**src/rtl/round_controller.sv**
```systemverilog
// Round sequencer: vsync-derived frame/second ticks step IDLE -> COUNTDOWN -> PLAY -> TIMEOUT -> RESULT.
// Optional feature macro ROUND_CTRL_PAUSE_EN adds a pause input that freezes countdown/play timing.
module round_controller #(
  parameter int FRAMES_PER_SEC    = 60,
  parameter int COUNTDOWN_SECONDS = 3,
  parameter int GAME_SECONDS      = 60,
  parameter int RESULT_SECONDS    = 5,
  parameter int RESPAWN_FRAMES    = 30
) (
  input  logic       clk,
  input  logic       rst,
  input  logic       vsync_in,
  input  logic       start,
`ifdef ROUND_CTRL_PAUSE_EN
  input  logic       pause,
`endif
  input  logic       grem0_alive,
  input  logic       grem1_alive,
  input  logic [7:0] points0,
  input  logic [7:0] points1,
  output logic       collision_rst_n,
  output logic       time_out,
  output logic       car0_enable,
  output logic       car1_enable,
  output logic       grem0_spawn,
  output logic       grem1_spawn,
  output logic [7:0] seconds_left,
  output logic [1:0] winner,
  output logic [2:0] state_out
);
  localparam int FW = $clog2(FRAMES_PER_SEC + 1);
  localparam int RW = $clog2(RESPAWN_FRAMES + 1);

  typedef enum logic [2:0] {
    IDLE = 3'd0, COUNTDOWN = 3'd1, PLAY = 3'd2, TIMEOUT = 3'd3, RESULT = 3'd4
  } state_t;

  state_t        state;
  logic          vsync_d, start_low, alive0_d, alive1_d;
  logic [FW-1:0] frame_cnt;
  logic [RW-1:0] resp0, resp1;
  logic          pause_i, timed, frame_tick, sec_tick, start_edge, kill0, kill1, last_sec, leave;

`ifdef ROUND_CTRL_PAUSE_EN
  assign pause_i = pause;
`else
  assign pause_i = 1'b0;
`endif

  assign state_out  = state;
  assign timed      = (state == COUNTDOWN) || (state == PLAY);
  assign frame_tick = vsync_in & ~vsync_d & ~(pause_i & timed);
  assign sec_tick   = frame_tick && (frame_cnt == FW'(FRAMES_PER_SEC - 1));
  // start_low is 0 out of reset, so a button held through reset must be released first.
  assign start_edge = start & start_low;
  assign kill0      = alive0_d & ~grem0_alive;
  assign kill1      = alive1_d & ~grem1_alive;
  assign last_sec   = sec_tick && (seconds_left == 8'd1);

  always_comb begin
    leave = 1'b0;
    case (state)
      IDLE:                    leave = start_edge;
      COUNTDOWN, PLAY, RESULT: leave = last_sec;
      default:                 leave = 1'b1;
    endcase
  end

  always_ff @(posedge clk or posedge rst) begin
    if (rst) begin
      state           <= IDLE;
      vsync_d         <= 1'b0;
      start_low       <= 1'b0;
      alive0_d        <= 1'b0;
      alive1_d        <= 1'b0;
      frame_cnt       <= '0;
      resp0           <= '0;
      resp1           <= '0;
      collision_rst_n <= 1'b1;
      time_out        <= 1'b1;
      car0_enable     <= 1'b0;
      car1_enable     <= 1'b0;
      grem0_spawn     <= 1'b0;
      grem1_spawn     <= 1'b0;
      seconds_left    <= 8'(GAME_SECONDS);
      winner          <= 2'b00;
    end else begin
      vsync_d         <= vsync_in;
      start_low       <= ~start;
      alive0_d        <= grem0_alive;
      alive1_d        <= grem1_alive;
      collision_rst_n <= 1'b1;
      grem0_spawn     <= 1'b0;
      grem1_spawn     <= 1'b0;

      if (leave)
        frame_cnt <= '0;
      else if (frame_tick)
        frame_cnt <= (frame_cnt == FW'(FRAMES_PER_SEC - 1)) ? '0 : frame_cnt + 1'b1;

      // Respawn timers only run inside PLAY; a kill edge reloads ahead of any decrement.
      if (state != PLAY || leave)
        resp0 <= '0;
      else if (kill0)
        resp0 <= RW'(RESPAWN_FRAMES);
      else if (frame_tick && resp0 != '0) begin
        resp0       <= resp0 - 1'b1;
        grem0_spawn <= (resp0 == RW'(1));
      end

      if (state != PLAY || leave)
        resp1 <= '0;
      else if (kill1)
        resp1 <= RW'(RESPAWN_FRAMES);
      else if (frame_tick && resp1 != '0) begin
        resp1       <= resp1 - 1'b1;
        grem1_spawn <= (resp1 == RW'(1));
      end

      case (state)
        IDLE: begin
          time_out    <= 1'b1;
          car0_enable <= 1'b0;
          car1_enable <= 1'b0;
          if (start_edge) begin
            state           <= COUNTDOWN;
            seconds_left    <= 8'(COUNTDOWN_SECONDS);
            collision_rst_n <= 1'b0;
          end
        end
        COUNTDOWN: begin
          time_out    <= 1'b1;
          car0_enable <= 1'b0;
          car1_enable <= 1'b0;
          if (last_sec) begin
            state        <= PLAY;
            seconds_left <= 8'(GAME_SECONDS);
            time_out     <= 1'b0;
            car0_enable  <= 1'b1;
            car1_enable  <= 1'b1;
            grem0_spawn  <= 1'b1;
            grem1_spawn  <= 1'b1;
          end else if (sec_tick)
            seconds_left <= seconds_left - 8'd1;
        end
        PLAY: begin
          time_out    <= pause_i;
          car0_enable <= ~pause_i;
          car1_enable <= ~pause_i;
          if (last_sec) begin
            state        <= TIMEOUT;
            seconds_left <= 8'd0;
            time_out     <= 1'b1;
            car0_enable  <= 1'b0;
            car1_enable  <= 1'b0;
          end else if (sec_tick)
            seconds_left <= seconds_left - 8'd1;
        end
        TIMEOUT: begin
          time_out     <= 1'b1;
          car0_enable  <= 1'b0;
          car1_enable  <= 1'b0;
          state        <= RESULT;
          seconds_left <= 8'(RESULT_SECONDS);
          winner       <= (points0 > points1) ? 2'b01 : (points0 < points1) ? 2'b10 : 2'b11;
        end
        RESULT: begin
          time_out    <= 1'b1;
          car0_enable <= 1'b0;
          car1_enable <= 1'b0;
          if (last_sec) begin
            state        <= IDLE;
            winner       <= 2'b00;
            seconds_left <= 8'(GAME_SECONDS);
          end else if (sec_tick)
            seconds_left <= seconds_left - 8'd1;
        end
        default: state <= IDLE;
      endcase
    end
  end
endmodule

```
**config.mk**
```make
export PLATFORM = sky130hd
export DESIGN_NAME = round_controller
export DESIGN_NICKNAME = d
export VERILOG_FILES = /design/src/rtl/round_controller.sv
export SDC_FILE = /design/constraint.sdc
export NUM_CORES = 1
export LEC_CHECK = 0
export CORE_MARGIN = 2
export CORE_UTILIZATION = 50
export DETAILED_ROUTE_END_ITERATION = 10
export GPL_ROUTABILITY_DRIVEN = 0
export HOLD_SLACK_MARGIN = 0.05
export PLACE_DENSITY = 0.81
export SYNTH_ARGS = -nofsm -noshare
export SYNTH_HDL_FRONTEND = slang
export SYNTH_SLANG_ARGS = --single-unit
export TNS_END_PERCENT = 100
```
**constraint.sdc**
```tcl
create_clock -name clk -period 4.9 [get_ports clk]
set_clock_uncertainty 0.15 [all_clocks]
set_input_delay 0.735 -clock clk [delete_from_list [all_inputs] [get_ports clk]]
set_output_delay 0.735 -clock clk [all_outputs]
set_load 0.02 [all_outputs]
```
## Word level (Yosys, flattened, before mapping)

Cells that the tools add are included.

| storage, ports and cells | value |
|---|---|
| output and inout port bits | 19 |
| register bits | 38 |
| word-level logic and storage cells | 102 |
| input bits | 22 |

| cells by class | value |
|---|---|
| muxes and demuxes | 40 |
| bitwise logic cells | 8 |
| add/subtract/negate cells | 4 |
| equal/unequal tests | 13 |
| reduce and logical (&&, ||, !) cells | 20 |
| magnitude comparators | 2 |

Operator list:

| kind | number |
|---|---|
| two-way mux 8 bit | 4 |
| case mux 8 bit (4 select lines) | 1 |
| two-way mux 5 bit | 6 |
| two-way mux 6 bit | 3 |
| two-way mux 1 bit | 15 |
| case mux 3 bit (5 select lines) | 1 |
| two-way mux 3 bit | 4 |
| == test 5 x 1 -> 1 bit (second input constant) | 2 |
| nonzero test 5 bit | 2 |
| subtractor 5 x 1 -> 5 bit (second input constant) | 2 |
| nonzero test 3 bit | 3 |
| == test 8 x 1 -> 1 bit (second input constant) | 1 |
| greater-than comparator 8 bit | 1 |
| less-than comparator 8 bit | 1 |
| != test 2 bit (second input constant) | 4 |
| subtractor 8 x 1 -> 8 bit (second input constant) | 1 |
| adder 6 x 1 -> 6 bit (second input constant) | 1 |
| == test 3 x 2 -> 1 bit (second input constant) | 2 |
| == test 6 bit (second input constant) | 1 |
| case mux 1 bit (3 select lines) | 2 |
| OR reduction 3 bit | 2 |
| AND 1 bit | 4 |
| logical AND 1 bit | 4 |
| two-way mux 2 bit | 2 |
| 13 further kinds | 18 |

## Longest topological paths before layout

| depth | value |
|---|---|
| word-level depth | 9 |
| depth in mapped cells | 7 |
| mapped depth without buffers | 7 |

## Worst setup path after synthesis

Ideal clock, no wire load.

| timing path | value |
|---|---|
| kind | input -> register |
| start point | in points1[1] |
| end point | reg winner[0] |
| cell stages on the path | 7 |
| path slack | 2,646 ps |
| buffers on the path | 0 |
| data arrival time | 1,953 ps |
| library setup time | 151 ps |
| required time | 4,599 ps |
| cell sequence | inv_1 > ha_1 > nor2b_1 > o211ai_1 > a21oi_1 > a2111oi_0 > a221oi_1 |

| on the way | value |
|---|---|
| word-level cells in the longest chain between the ends | 4 |
| elaborated cells between the ends (all ways) | 5 |
| classes of those cells | 2 x order compare; 3 x mux |

RTL lines:

| what | RTL line | source |
|---|---|---|
| from (decl) | 20 | `input logic [7:0] points1,` |
| less-than comparator 8 bit | 165 | `winner <= (points0 > points1) ? 2'b01 : (points0 < points1) ? 2'b10 : 2'b11;` |
| two-way mux 1 bit | 165 |  |
| two-way mux 2 bit (*) | 165 |  |
| case mux 2 bit (2 select lines) (*) | 120 | `case (state)` |
| to (signal assigned) | 165 |  |
| to (decl) | 28 | `output logic [1:0] winner,` |

Every way passes the cells marked *; elsewhere a longest branch is shown, timed or not.
A chain may end at the register's enable or synchronous reset.

## Worst setup path in the final report

| timing path | value |
|---|---|
| start point | reg state[2] (netlist: state_out[2]) |
| end point | out state_out[2] |

RTL lines:

| what | RTL line | source |
|---|---|---|
| from (decl) | 38 | `state_t state;` |
| from (signal assigned) | 71 | `state <= IDLE;` |
| from (signal assigned) | 126 | `state <= COUNTDOWN;` |
| from (signal assigned) | 136 | `state <= PLAY;` |
| to (decl) | 29 | `output logic [2:0] state_out` |

No word-level cell between the ends.

==> flow_summary.yaml <==
sta:
  maxSlewViolCount: 0
  final-hold-violation-count: 0
  setup_tns_ns: 0
  fin_crit_sh_pct: 55.14
  max_freq_ghz: 0.3701
  period_minus_slack_ns: 2.702
  slew_headroom_pct: 54.63
  worst_slew_pin_slew_ns: 0.6806
  setup_viol: 0
  rsz0062_at_grt: "false"
placed_design:
  io_buffers: 40
  dp_hpwl_mm: 3.907
  dpl_cell_area_mm2: 0.002826
layout:
  drive_gt1_share_pct: 8.911
  num-nets-final: 341
  mostFrequentLayoutCell: "clkdlybuf4s50_1"
  mostFrequentLayoutCells: "clkdlybuf4s50_1 (40), dfrtp_1 (32), a21oi_1 (28), nand2_1 (27), inv_1 (21)"
  final_area_mm2: 0.002969
  area.growth.synth_to_final_pct: 24.63
  n_antenna_cell: 0
synthesis:
  ys_types: 58
  synth-edff-count: 0
  netlist_area_mm2: 0.002382
  ys_ff_latch: 38
  synthCells: 261
  ys_async_sr_fraction_pct: 100.0
  synth_ff_type: "dfrtp_1"
  synth_nets: 300
  yosys_warnings: 0
  synth-seq-area-share_pct: 40.23
  synth_area_per_cell_um2: 9.128
power_and_ir_drop:
  peakVddDrop_uv: 201.5
  power_density_mw_per_mm2: 296.9
  leakage_nw: 1.239
min_path:
  hold_class: "reg -> reg"
die:
  num_rows: 25
  die_x_um: 73.03
  start_util_pct: 51.11
  ios: 41
  core_region_area_mm2: 0.004661
  dieArea_mm2: 0.005333
  die_y_um: 73.03
critical_path:
  start_kind: "flip-flop"
  crit_arrival_ns: 1.82
  cp_cell_sequence: "clkdlybuf4s50_1"
  critPathKind: "reg -> out"
  worstPathRequired_ns: 4.01
  end_kind: "output pin"
  cpPeakStageDelay_ns: 0.79
  slowest_stage: "dfrtp_1"
  critPathTopFamily: "flip-flops"
  path_buf_inv: 1
  cp_max_fo: 20
global_routing:
  grt_usage_pct: 21.94
  antenna_found_initial: 0
  grt_pass1_vias: 2043
  overflow: 0
  grt_start_max_net_pins: 39
  grt_first_pass_wirelength_mm: 9.114
clocking:
  ctsHoldBuffers: 0
  cts_setup_buffers: 0
  htreeDepth: 2
  cts_buffers: 5
  clock_latency_ns: 0.29
  clk_pin_slew_ns: 0.08
  cts_tree: "done"
  clk_path_buf_depth: 2
  cts_root_buf: "clkbuf_8"
  cts_resized: 0
  clock_sinks: 38
flow_run:
  drv_cap: 0
detailed_routing:
  drt-initial-drc-count: 97
  via_count: 2077
  drtAntennaViolNets: 0
  dr.pass1.iters: 4
  via_per_inst: 5.818
  wire_per_inst_um: 15.13
  drc: 0
  wl_mm: 5.402
outcome:
  status: "complete, no violations"
## cell families after synthesis
logic type	synth area share, %
and+or+nand+nor	21.80
DFF	40.23
AOI/OAI and AO/OA	19.80
buffers and inverters	4.622
adders and majority gates	8.928
muxes	1.313
xor gates and xnor gates	3.309
## where the power goes
| group | internal (W) | leakage, nW | switching (W) | total [W] |
|---|---|---|---|---|
| Clock | 0.000217 | 0.0714 | 0.000114 | 0.000332 |
| Combinational | 0.0000815 | 0.693 | 0.000104 | 0.000185 |
| Sequential | 0.000332 | 0.474 | 0.0000328 | 0.000365 |
## per-stage QoR
step	setup WS [ns]	util [%]	std cells	power (W)	hold slack (ns)
2_1_floorplan	2.646	-	261	0.0004921	0.2951
3_3_place_gp	2.080	60.64	349	0.0005496	0.3454
3_5_place_dp	1.975	60.64	349	0.0005548	0.3577
4_1_cts	2.214	63.70	357	0.0008904	0.3704
5_1_grt	2.093	63.70	357	0.0009278	0.4096
6_report	2.198	63.70	357	0.0008815	0.3670
## layer usage
layer  vias to the layer above  global-route usage, %  share of wire [%]  wire, um
li1                       1022                      -                  -         -
met1                      1008                  27.97                 47      2517
met2                        40                  35.54                 49      2627
met3                         7                  4.972                3.3       180
met4                         0                  9.671                1.4        76
met5                         -                      0                  0         0
## state kept, by name (all words and copies together) (netlist names), 2 cells and up
name and cells:
frame_cnt 6, resp0 5, resp1 5, seconds_left 8
state_out 3, winner 2
## cells in the mapped netlist, types with 4 or more instances
master / n / share of area, %
nand2_1: 27 / 4.3
xor2_1: 6 / 2.2
nor3_1: 9 / 1.9
nand3_1: 8 / 1.7
nand2b_1: 4 / 1.1
a21oi_1: 28 / 5.9
o21ai_0: 9 / 1.9
inv_1: 21 / 3.3
nand4_1: 5 / 1.3
dfstp_2: 6 / 6.6
nor2b_1: 4 / 1.1
nor2_1: 16 / 2.5
clkbuf_1: 5 / 0.79
o211ai_1: 4 / 1.3
ha_1: 17 / 8.9
dfrtp_1: 32 / 34
o21ai_1: 5 / 1.1
## final timing paths
check                                       startpoint                          end  slack (ns)  depth (start not counted)
min in group asynchronous                          rst         resp1[1]$_DFFE_PP0P_        0.70                          3
max in group asynchronous                          rst  seconds_left[3]$_DFFE_PP1P_        3.54                          3
hold reg to reg                    start_low$_DFF_PP0_    collision_rst_n$_DFF_PP1_        0.37                          1
hold / removal                     start_low$_DFF_PP0_    collision_rst_n$_DFF_PP1_        0.37                          1
setup reg to reg           seconds_left[1]$_DFFE_PP0P_     state_out[0]$_DFFE_PP0P_        2.50                          6
setup / recovery              state_out[2]$_DFFE_PP0P_                 state_out[2]        2.20                          1
## area by class of cell
type                    count  area, um^2
multi-input cells         195        1314
repair buffers             41       407.9
inverters                  21       78.83
clock buffers               6       82.58
fillers                   387        1692
flip-flops and latches     38       958.4
clock inverters             2       60.06
well taps                  54       67.56
No activity file was read; power rests on OpenSTA's default activity.
